File: config.mk
export PLATFORM = sky130hd
export DESIGN_NAME = bus_cycle_ctrl
export DESIGN_NICKNAME = d
export VERILOG_FILES = /design/src/rtl/bus_cycle_ctrl_pkg.sv /design/src/rtl/bus_cycle_ctrl_cyc_count.sv /design/src/rtl/bus_cycle_ctrl.sv
export SDC_FILE = /design/constraint.sdc
export NUM_CORES = 1
export LEC_CHECK = 0
export CORE_UTILIZATION = 50
export CTS_CLUSTER_DIAMETER = 60
export CTS_CLUSTER_SIZE = 16
export DETAILED_ROUTE_END_ITERATION = 10
export MAX_ROUTING_LAYER = met4
export PLACE_DENSITY_LB_ADDON = 0.08
export SYNTH_ARGS = -nofsm -noshare
export SYNTH_HDL_FRONTEND = slang
export SYNTH_SLANG_ARGS = --single-unit
File: constraint.sdc
create_clock -name clk -period 3.15 [get_ports clk]
set_clock_uncertainty 0.15 [all_clocks]
set_input_delay 0.63 -clock clk [delete_from_list [all_inputs] [get_ports clk]]
set_output_delay 0.63 -clock clk [all_outputs]
set_load 0.01 [all_outputs]
File: src/rtl/bus_cycle_ctrl_pkg.sv
`default_nettype none
// ============================================================================
// Module  : bus_cycle_ctrl_pkg
// Purpose : Shared definitions for the bus cycle controller.
//           - Datapath enable bit indices (IENB_*)
//           - Instruction-info field positions (INST_*)
//           - T-state encoding used by the sequencer
// Rev     : 1.0  initial release
// ============================================================================
package bus_cycle_ctrl_pkg;

    // Bit positions inside the ienb bus driven to the datapath
    localparam int IENB_RRD = 0;
    localparam int IENB_RWR = 1;
    localparam int IENB_COD = 2;
    localparam int IENB_DAT = 3;
    localparam int IENB_PC  = 4;
    localparam int IENB_PD  = 5;
    localparam int IENB_NXT = 6;
    localparam int IENB_USED = 7;

    // Field positions inside the decoded instruction info bus
    localparam int INST_GO6       = 0;
    localparam int INST_HLT       = 2;
    localparam int INST_DIO       = 3;
    localparam int INST_CYCGO_LSB = 4;
    localparam int INST_CYCRW_LSB = 8;
    localparam int INST_CYCCD_LSB = 12;
    localparam int INST_FLD_W     = 4;

    // The encoding of T1..T6 equals the reported T-state number, so the
    // tstate output can be taken straight from the state value.
    typedef enum logic [2:0] {
        TS_RESET = 3'd0,
        TS_T1    = 3'd1,
        TS_T2    = 3'd2,
        TS_T3    = 3'd3,
        TS_T4    = 3'd4,
        TS_T5    = 3'd5,
        TS_T6    = 3'd6,
        TS_HALT  = 3'd7
    } tstate_e;

endpackage
`default_nettype wire

File: src/rtl/bus_cycle_ctrl_cyc_count.sv
`default_nettype none
// ============================================================================
// Module  : cyc_count
// Purpose : Converts the cycgo thermometer field into the number of extra
//           machine cycles: index of the highest set bit plus one.
// Ports   : cycgo_i  [3:0]  thermometer field from the instruction info
//           n_o      [2:0]  extra machine cycle count, 0..4
// Rev     : 1.0  initial release
// ============================================================================
module cyc_count (
    input  logic [3:0] cycgo_i,
    output logic [2:0] n_o
);

    // Scanning upward lets the highest set bit win, so a malformed
    // (non-thermometer) pattern still yields a well-defined count.
    always_comb begin
        n_o = 3'd0;
        for (int i = 0; i < 4; i++) begin
            if (cycgo_i[i]) begin
                n_o = 3'(i + 1);
            end
        end
    end

endmodule
`default_nettype wire

File: src/rtl/bus_cycle_ctrl.sv
`default_nettype none
// ============================================================================
// Module  : bus_cycle_ctrl
// Purpose : Machine-cycle / T-state sequencer for a simple CPU bus. Runs the
//           M1 opcode fetch (T1..T4, optionally T5/T6), then up to four extra
//           read/write machine cycles described by the latched instruction
//           info, or parks in HALT.
// Ports   : clk      system clock, rising edge
//           rst      asynchronous active-high reset
//           chk_i    decoded instruction info (GO6, HLT, DIO, cycgo/rw/cd)
//           ready    memory/IO ready, low inserts T2 wait states
//           ienb     datapath enables (RRD RWR COD DAT PC_ PD_ NXT)
//           ale      address latch strobe, T1 of every machine cycle
//           mem_rd   bus read strobe
//           mem_wr   bus write strobe
//           io_m     IO bus cycle indicator
//           halt     HALT state indicator
//           mcyc     machine cycle number, 1..5
//           tstate   T-state number, 1..6
// Config  : WAIT_STATE_EN  when defined, ready=0 holds T2; otherwise T2 is
//           always a single clock and ready is ignored.
// Rev     : 1.0  initial release
// ============================================================================
module bus_cycle_ctrl
    import bus_cycle_ctrl_pkg::*;
#(
    parameter int IENBSIZE = 7,
    parameter int INSTSIZE = 17
) (
    input  logic                clk,
    input  logic                rst,
    input  logic [INSTSIZE-1:0] chk_i,
    input  logic                ready,
    output logic [IENBSIZE-1:0] ienb,
    output logic                ale,
    output logic                mem_rd,
    output logic                mem_wr,
    output logic                io_m,
    output logic                halt,
    output logic [2:0]          mcyc,
    output logic [2:0]          tstate
);

    // ------------------------------------------------------------------
    // Ready qualification
    // ------------------------------------------------------------------
    logic ready_w;
`ifdef WAIT_STATE_EN
    assign ready_w = ready;
`else
    logic unused_ready_w;
    assign ready_w        = 1'b1;
    assign unused_ready_w = ready;
`endif

    // Bits of chk_i outside the decoded fields have no function here
    logic unused_chk_w;
    assign unused_chk_w = ^chk_i;

    // ------------------------------------------------------------------
    // Sequencer state
    // ------------------------------------------------------------------
    tstate_e    state_q, state_d;
    logic [2:0] mcyc_q, mcyc_d;

    // Instruction info latched at the M1 T3->T4 edge
    logic       go6_q,   go6_d;
    logic       hlt_q,   hlt_d;
    logic       dio_q,   dio_d;
    logic [3:0] cycrw_q, cycrw_d;
    logic [3:0] cyccd_q, cyccd_d;
    logic [2:0] n_q,     n_d;
    logic [2:0] n_new_w;
    logic       latch_w;

    cyc_count u_cyc_count (
        .cycgo_i (chk_i[INST_CYCGO_LSB +: INST_FLD_W]),
        .n_o     (n_new_w)
    );

    assign latch_w = (state_q == TS_T3) && (mcyc_q == 3'd1);

    // Next values of the latched fields; outputs are built from these so the
    // T4 enables already reflect the instruction being latched this edge.
    always_comb begin
        go6_d   = go6_q;
        hlt_d   = hlt_q;
        dio_d   = dio_q;
        cycrw_d = cycrw_q;
        cyccd_d = cyccd_q;
        n_d     = n_q;
        if (latch_w) begin
            go6_d   = chk_i[INST_GO6];
            hlt_d   = chk_i[INST_HLT];
            dio_d   = chk_i[INST_DIO];
            cycrw_d = chk_i[INST_CYCRW_LSB +: INST_FLD_W];
            cyccd_d = chk_i[INST_CYCCD_LSB +: INST_FLD_W];
            n_d     = n_new_w;
        end
    end

    // Next-state logic
    always_comb begin
        state_d = state_q;
        mcyc_d  = mcyc_q;
        case (state_q)
            TS_RESET: begin
                state_d = TS_T1;
                mcyc_d  = 3'd1;
            end
            TS_T1: state_d = TS_T2;
            TS_T2: begin
                if (ready_w) begin
                    state_d = TS_T3;
                end
            end
            TS_T3: begin
                if (mcyc_q == 3'd1) begin
                    state_d = TS_T4;
                end else begin
                    state_d = TS_T1;
                    // Extra cycle k = mcyc-2 is the last one when k == N-1
                    mcyc_d  = (mcyc_q == n_q + 3'd1) ? 3'd1 : mcyc_q + 3'd1;
                end
            end
            TS_T4: begin
                if (hlt_q) begin
                    state_d = TS_HALT;
                end else if (go6_q) begin
                    state_d = TS_T5;
                end else begin
                    state_d = TS_T1;
                    mcyc_d  = (n_q != 3'd0) ? 3'd2 : 3'd1;
                end
            end
            TS_T5: state_d = TS_T6;
            TS_T6: begin
                state_d = TS_T1;
                mcyc_d  = (n_q != 3'd0) ? 3'd2 : 3'd1;
            end
            TS_HALT: state_d = TS_HALT;
            default: begin
                state_d = TS_T1;
                mcyc_d  = 3'd1;
            end
        endcase
    end

    // ------------------------------------------------------------------
    // Output decode from the next state; the results land in registers so
    // every output is aligned with the state it describes.
    // ------------------------------------------------------------------
    logic [IENB_USED-1:0] ienb_d;
    logic                 ale_d, mem_rd_d, mem_wr_d, io_m_d, halt_d;
    logic [2:0]           tstate_d;
    logic [1:0]           k_w;
    logic                 in_t23_w;

    assign k_w      = 2'(mcyc_d - 3'd2);
    assign in_t23_w = (state_d == TS_T2) || (state_d == TS_T3);

    always_comb begin
        ienb_d   = '0;
        ale_d    = 1'b0;
        mem_rd_d = 1'b0;
        mem_wr_d = 1'b0;
        io_m_d   = 1'b0;
        halt_d   = 1'b0;
        tstate_d = 3'(state_d);
        if (state_d == TS_HALT) begin
            halt_d   = 1'b1;
            // HALT is always entered from T4
            tstate_d = 3'd4;
        end else if (mcyc_d == 3'd1) begin
            case (state_d)
                TS_T1: ale_d = 1'b1;
                TS_T2: mem_rd_d = 1'b1;
                TS_T3: begin
                    mem_rd_d         = 1'b1;
                    ienb_d[IENB_COD] = 1'b1;
                    ienb_d[IENB_PC]  = 1'b1;
                end
                TS_T4: begin
                    // Register-to-register move completes in T4
                    if (n_d == 3'd0 && !hlt_d) begin
                        ienb_d[IENB_RRD] = 1'b1;
                        ienb_d[IENB_RWR] = 1'b1;
                    end
                end
                default: ;
            endcase
        end else begin
            ienb_d[IENB_PD]  = cyccd_d[k_w];
            ienb_d[IENB_NXT] = ~k_w[0];
            io_m_d           = dio_d && (mcyc_d == n_d + 3'd1);
            ale_d            = (state_d == TS_T1);
            if (cycrw_d[k_w]) begin
                ienb_d[IENB_RRD] = 1'b1;
                mem_wr_d         = in_t23_w;
            end else begin
                mem_rd_d = in_t23_w;
                if (state_d == TS_T3) begin
                    ienb_d[IENB_RWR] = 1'b1;
                    ienb_d[IENB_PC]  = ~cyccd_d[k_w];
                end
            end
        end
    end

    // ------------------------------------------------------------------
    // Registers
    // ------------------------------------------------------------------
    logic [IENBSIZE-1:0] ienb_q;
    logic                ale_q, mem_rd_q, mem_wr_q, io_m_q, halt_q;
    logic [2:0]          mcyc_out_q, tstate_q;

    always_ff @(posedge clk or posedge rst) begin
        if (rst) begin
            state_q    <= TS_RESET;
            mcyc_q     <= 3'd1;
            go6_q      <= 1'b0;
            hlt_q      <= 1'b0;
            dio_q      <= 1'b0;
            cycrw_q    <= '0;
            cyccd_q    <= '0;
            n_q        <= '0;
            ienb_q     <= '0;
            ale_q      <= 1'b0;
            mem_rd_q   <= 1'b0;
            mem_wr_q   <= 1'b0;
            io_m_q     <= 1'b0;
            halt_q     <= 1'b0;
            mcyc_out_q <= 3'd1;
            tstate_q   <= 3'd1;
        end else begin
            state_q    <= state_d;
            mcyc_q     <= mcyc_d;
            go6_q      <= go6_d;
            hlt_q      <= hlt_d;
            dio_q      <= dio_d;
            cycrw_q    <= cycrw_d;
            cyccd_q    <= cyccd_d;
            n_q        <= n_d;
            ienb_q     <= IENBSIZE'(ienb_d);
            ale_q      <= ale_d;
            mem_rd_q   <= mem_rd_d;
            mem_wr_q   <= mem_wr_d;
            io_m_q     <= io_m_d;
            halt_q     <= halt_d;
            mcyc_out_q <= mcyc_d;
            tstate_q   <= tstate_d;
        end
    end

    assign ienb   = ienb_q;
    assign ale    = ale_q;
    assign mem_rd = mem_rd_q;
    assign mem_wr = mem_wr_q;
    assign io_m   = io_m_q;
    assign halt   = halt_q;
    assign mcyc   = mcyc_out_q;
    assign tstate = tstate_q;

endmodule
`default_nettype wire

==> out/results.tsv, run 1 <==
metric	value	unit
outcome	complete, no violations	
power.density	1150	mW/mm^2
fin_tns_setup	0	ns
fmax	352	MHz
clk_transition_reported_paths	0.11	ns
place.gp.congestion	0.904	
place_ws	0.331	ns
ys_seq_area_frac	0.471	
drt-wirelength-per-cell	14.1	um
wl	3670	um
hold_viol_final	0	
cts-root-buf	clkbuf_4	
grt.busiest_layer	met2	
ctsResizeCount	0	
io_pins	38	
slowest_delay	0.63	ns
tightestPinTransition	0.615	ns
antenna_found_initial	0	
min_period	2.84	ns
vias	1402	
ys_types	51	
drtPass1Iterations	5	
hp-class	reg -> reg	
layout-drive-gt1-share	0.107	
final_common_cell	clkdlybuf4s50_1	
synth_fp_nets	202	
rsz0062_at_grt	false	
grt_use_met3	0.0404	
avgSynthCellArea	10.3	sq um
layout.nets	240	
cp-start-kind	flip-flop	
setup_viol	0	
cts_tree	built	
post-dp-hpwl	2800	um
ir_worst_vdd	547	uV
relSlewSlack	0.589	
maxCapViolations	0	
drtIter0Drc	45	
grt_overflow	0	
slowest_stage	dfstp_2	
diodes	0	
grt_first_pass_wirelength	6300	um
crit_required	3.25	ns
critical_path_class	reg -> reg	
cp.arrival	2.94	ns
rows	21	
grt_pass1_vias	1402	
cts_setup_buffers	0	
cp-end-kind	flip-flop	
crit_chain	ha_1 > nand2b_1 > a31oi_1 > o22ai_1 > a221oi_4 > inv_1 > a211oi_2 > o21ai_2 > nor3_1	
chipHeight	62.2	um
grtUsageMet1	0.256	
synth-main-ff-cell	dfrtp_1	
synth_edf_count	0	
yosys_warnings	0	
grt_use_met2	0.361	
avgViaCountPerCell	5.37	
clockBufferDepth	2	
period_share	0.901	
die_area	0.00387	sq mm
syn_area	0.00181	sq mm
cts_hold_buf	0	
setup_ws	0.310	ns
antenna_left	0	
start_util	0.534	
drv_slew	0	
power_leakage	1.04	nW
grtUsageTotal	0.218	
numCtsBuffers	5	
numClockSinks	34	
ys_seq_elements	34	
grt_start_max_net_pins	35	
clock_latency	0.34	ns
chipWidth	62.2	um
syn2layout_area_growth	26.1	%
async_reset_ff_frac	1.00	
cts_max_level	2	
crit_fanout	8	
netlist_instances	176	
coreArea	0.00339	sq mm
drc	0	
portBuffers	33	
mostFrequentLayoutCells	clkdlybuf4s50_1, dfrtp_1, inv_1, nand2_1, nor2_1	
-- synthesized netlist by cell type (3+ instances only) --
master	instances	share of area
a211oi_1	3	0.012
a21oi_1	5	0.014
buf_2	4	0.011
dfrtp_1	32	0.44
ha_1	6	0.041
inv_1	19	0.039
mux2i_1	9	0.050
nand2_1	18	0.037
nand3_1	3	0.0083
nor2_1	12	0.025
nor2b_1	3	0.010
o21a_1	3	0.012
o21ai_0	6	0.017
xnor2_1	3	0.015
-- critical path, delay by kind of cell (launching register included) --
kind / cells / cell delay, ns
compound gates: 5 / 1.12
fa+ha+maj: 1 / 0.21
buf+inv: 1 / 0.21
flops: 1 / 0.63
simple gates: 2 / 0.42
-- final timing paths --
path                                  from    endpoint  slack (ns)  cells after the start
worst max-delay path               mcyc[0]      mem_wr        0.31                      9
max in group asynchronous              rst   tstate[0]        1.99                      3
min in group asynchronous              rst     ienb[5]        0.52                      3
worst max register to register     mcyc[0]      mem_wr        0.31                      9
worst min-delay path            cycrw_q[2]  cycrw_q[2]        0.35                      2
worst min register to register  cycrw_q[2]  cycrw_q[2]        0.35                      2
-- sequential cells by signal, indices dropped and copies added, names as in the netlist --
| signal | cells |
|---|---|
| ienb | 6 |
| cyccd_q | 4 |
| cycrw_q | 4 |
| mcyc | 3 |
| n_q | 3 |
| state_q | 3 |
| tstate | 3 |
| ale | 1 |
| dio_q | 1 |
| go6_q | 1 |
| halt | 1 |
| hlt_q | 1 |
| io_m | 1 |
| mem_rd | 1 |
| mem_wr | 1 |
-- cell families (layout without fill, tap and decap cells) --
family,count (synthesis),count (layout),synth area share
mux,11,11,0.0622
other cells,1,1,0.00207
fa+ha+maj,6,6,0.0415
simple gates,56,56,0.165
xor+xnor,6,6,0.0373
compound gates,36,36,0.162
flops,34,34,0.471
buf+inv,26,65,0.0587
-- final cells by class --
type	instances	area, sq um
Clock buffer	7	55.1
Clock inverter	1	30.0
Fill cell	263	1110
Inverter	20	75.1
Multi-Input combinational cell	116	851
Sequential cell	34	853
Tap cell	46	57.6
Timing Repair Buffer	37	360
-- power breakdown --
group	leakage (nW)	total, mW	internal [mW]	switching (mW)
Sequential	0.421	0.788	0.647	0.141
Combinational	0.571	1.49	0.691	0.804
Clock	0.0455	0.337	0.189	0.148
-- layer usage --
layer / part of all wire / wire (um) / vias to the layer above
met2: 0.50 / 1840 / 34
met5: 0 / 0 / -
li1: - / - / 680
met3: 0.036 / 132 / 7
met4: 0.019 / 70 / 0
met1: 0.44 / 1630 / 681
-- per-stage QoR --
stage               cells  cell area (sq um)  power [mW]   util  hold WS (ns)
floorplan             176               1810        1.86      -         0.290
global placement      253               2200        2.24  0.648         0.305
detailed placement    253               2200        2.29  0.648         0.322
CTS                   261               2280        2.63  0.673         0.348
global route          261               2280        2.82  0.673         0.376
finish                261               2280        2.62  0.673         0.345
No activity file was read; power rests on OpenSTA's default activity.
==> inputs of run 2 (changes only) <==
--- a/config.mk
+++ b/config.mk
@@ -9,6 +9,7 @@
 export CTS_CLUSTER_DIAMETER = 60
 export CTS_CLUSTER_SIZE = 16
 export DETAILED_ROUTE_END_ITERATION = 10
+export GPL_TIMING_DRIVEN = 0
 export MAX_ROUTING_LAYER = met4
 export PLACE_DENSITY_LB_ADDON = 0.08
 export SYNTH_ARGS = -nofsm -noshare
==> run 2 against run 1 <==
Compared with the run above:
- routed wire length increased by 3.6%
- register-to-register slack got worse by 0.04 ns
- total power shrank 2.6%
- flip-flop and latch count unchanged
- worst hold slack worse by 0.0072 ns
- sequential share of layout area rose by 0.33 points
- largest cell class unchanged
- clock power down 22%
- via count down 0.86%
- setup slack got worse by 0.039 ns
==> out/results.tsv, run 2 (synthesized netlist as in run 1, its figures left out) <==
metric	value	unit	change
outcome	complete, no violations		
tightestPinTransition	0.683	ns	+0.0674 ns
final_common_cell	clkdlybuf4s50_1		
layout-drive-gt1-share	0.120		+0.0128
io_pins	38		unchanged
drt-wirelength-per-cell	14.5	um	+2.8%
numClockSinks	34		unchanged
place.gp.congestion	0.878		-2.8%
grt_first_pass_wirelength	6460	um	+2.5%
ir_worst_vdd	570	uV	+4.2%
crit_fanout	10		+2
n_fill_cell	290		+10%
p_total	2.55	mW	-2.6%
setup_viol	0		unchanged
cts-root-buf	clkbuf_4		
cts_tree	built		
hold_viol_final	0		unchanged
start_util	0.534		unchanged
min_period	2.88	ns	+0.0390 ns
die_area	0.00387	sq mm	unchanged
r2r_end	ienb[1]		
drc	0		unchanged
post-dp-hpwl	2870	um	+2.6%
antenna_left	0		unchanged
register_area	853	sq um	unchanged
mostFrequentLayoutCells	clkdlybuf4s50_1, dfrtp_1, inv_1, nand2_1, nor2_1		
chipWidth	62.2	um	unchanged
vias	1390		-0.86%
stdcell_count	263		+0.77%
cts_max_level	2		unchanged
fmax	347	MHz	-1.4%
grt_overflow	0		unchanged
maxCapViolations	0		unchanged
cts_setup_buffers	0		unchanged
power.density	1130	mW/mm^2	-1.7%
ctsResizeCount	0		unchanged
worstRegToRegCells	9		unchanged
drtPass1Iterations	5		unchanged
period_share	0.914		+0.0124
portBuffers	33		unchanged
dp.cells	255		+0.79%
largest_reg_flops	6		unchanged
numCtsBuffers	5		unchanged
layout.nets	242		+0.83%
grt_start_max_net_pins	35		unchanged
cp-start-kind	flip-flop		
clockBufferDepth	2		unchanged
fin_tns_setup	0	ns	unchanged
hold_start	cycrw_q[2]		
hold_ws	0.338	ns	-0.00718 ns
cp-end-kind	flip-flop		
relSlewSlack	0.544		-0.0447
cts_hold_buf	0		unchanged
crit_required	3.29	ns	+0.04 ns
clkPwrFrac	0.103		-0.026
rsz0062_at_grt	false		
chipHeight	62.2	um	unchanged
p_seq_frac	0.298		-0.003
multi_input_area	851	sq um	unchanged
cp.arrival	3.02	ns	+0.08 ns
grtUsageTotal	0.224		+0.00677
r2r_slack	0.27	ns	-0.04 ns
syn2layout_area_growth	24.9	%	
antenna_found_initial	0		unchanged
rows	21		unchanged
worstHoldEndpoint	cycrw_q[2]		
coreArea	0.00339	sq mm	unchanged
wl	3800	um	+3.6%
avgViaCountPerCell	5.29		-1.6%
clk_transition_reported_paths	0.11	ns	about the same
comb_power_share	0.599		+0.029
swShare	0.432		+0.0152
drtIter0Drc	68		+51%
intPower	1.45	mW	-5.1%
critical_path_class	reg -> reg		
hold_depth	2		unchanged
hp-class	reg -> reg		
grt_pass1_vias	1417		+1.1%
power_leakage	1.03	nW	-0.98%
drv_slew	0		unchanged
diodes	0		unchanged
fin_util	0.667		-0.00591
power.switching	1.10	mW	+0.94%
clock_latency	0.34	ns	about the same
timing.rr.start	mcyc[0]		
## run 2: changes by cell type in the layout (fill, tap and decap cells not counted), sizes merged
| cell | delta |
|---|---|
| buf | +1 |
| bufinv | -1 |
| clkinv | +1 |
| clkinvlp | +1 |
## run 2: how the worst max path moves through the flow
stage	startpoint	end	slack, ns	cells after the start
final	mcyc[0]	ienb[1]	0.27	9
after global routing	mcyc[0]	ienb[1]	0.1	9
after CTS	mcyc[0]	ienb[1]	0.26	9
after detailed placement	mcyc[0]	ienb[1]	0.28	9
after global placement	mcyc[0]	ienb[1]	0.29	9
after floorplan	mcyc[0]	ienb[1]	0.58	9
## run 2: power by group through the flow
| stage | Combinational (mW) | Clock [mW] | Sequential (mW) |
|---|---|---|---|
| 3_5_place_dp | 1.52 | 0 | 0.769 |
| 6_report | 1.53 | 0.262 | 0.761 |
| 4_1_cts | 1.54 | 0.264 | 0.761 |
| 2_1_floorplan | 1.07 | 0 | 0.784 |
| 5_1_grt | 1.68 | 0.276 | 0.783 |
| 3_3_place_gp | 1.50 | 0 | 0.759 |
## run 2: metal layers
metal	GRT usage	part of all wire	up-vias
met5	-	0	-
met4	0.0930	0.024	0
met3	0.0386	0.039	11
met2	0.396	0.50	41
met1	0.251	0.43	655
li1	-	-	683
## run 2: layout make-up
| class | instances | area share |
|---|---|---|
| Buffer | 6 | 0.0138 |
| Timing Repair Buffer | 33 | 0.146 |
| Clock inverter | 2 | 0.00553 |
| Clock buffer | 6 | 0.0227 |
| Tap cell | 46 | 0.0254 |
| Inverter | 20 | 0.0332 |
| Sequential cell | 34 | 0.377 |
| Multi-Input combinational cell | 116 | 0.376 |
## run 2: critical path: stages, from the launching register on
cell	delay [ns]
dfstp_2	0.63
ha_1	0.20
nand2b_1	0.05
buf_2	0.18
nor2_1	0.27
buf_2	0.32
mux2i_1	0.30
a211oi_1	0.15
or4_1	0.49
nand2_1	0.08
## run 2: stage by stage
step / setup slack [ns] / cell area [sq um]
after global placement: 0.290 / 2200
after global routing: 0.0961 / 2260
after CTS: 0.263 / 2260
after detailed placement: 0.285 / 2200
after floorplan: 0.584 / 1810
final: 0.271 / 2260
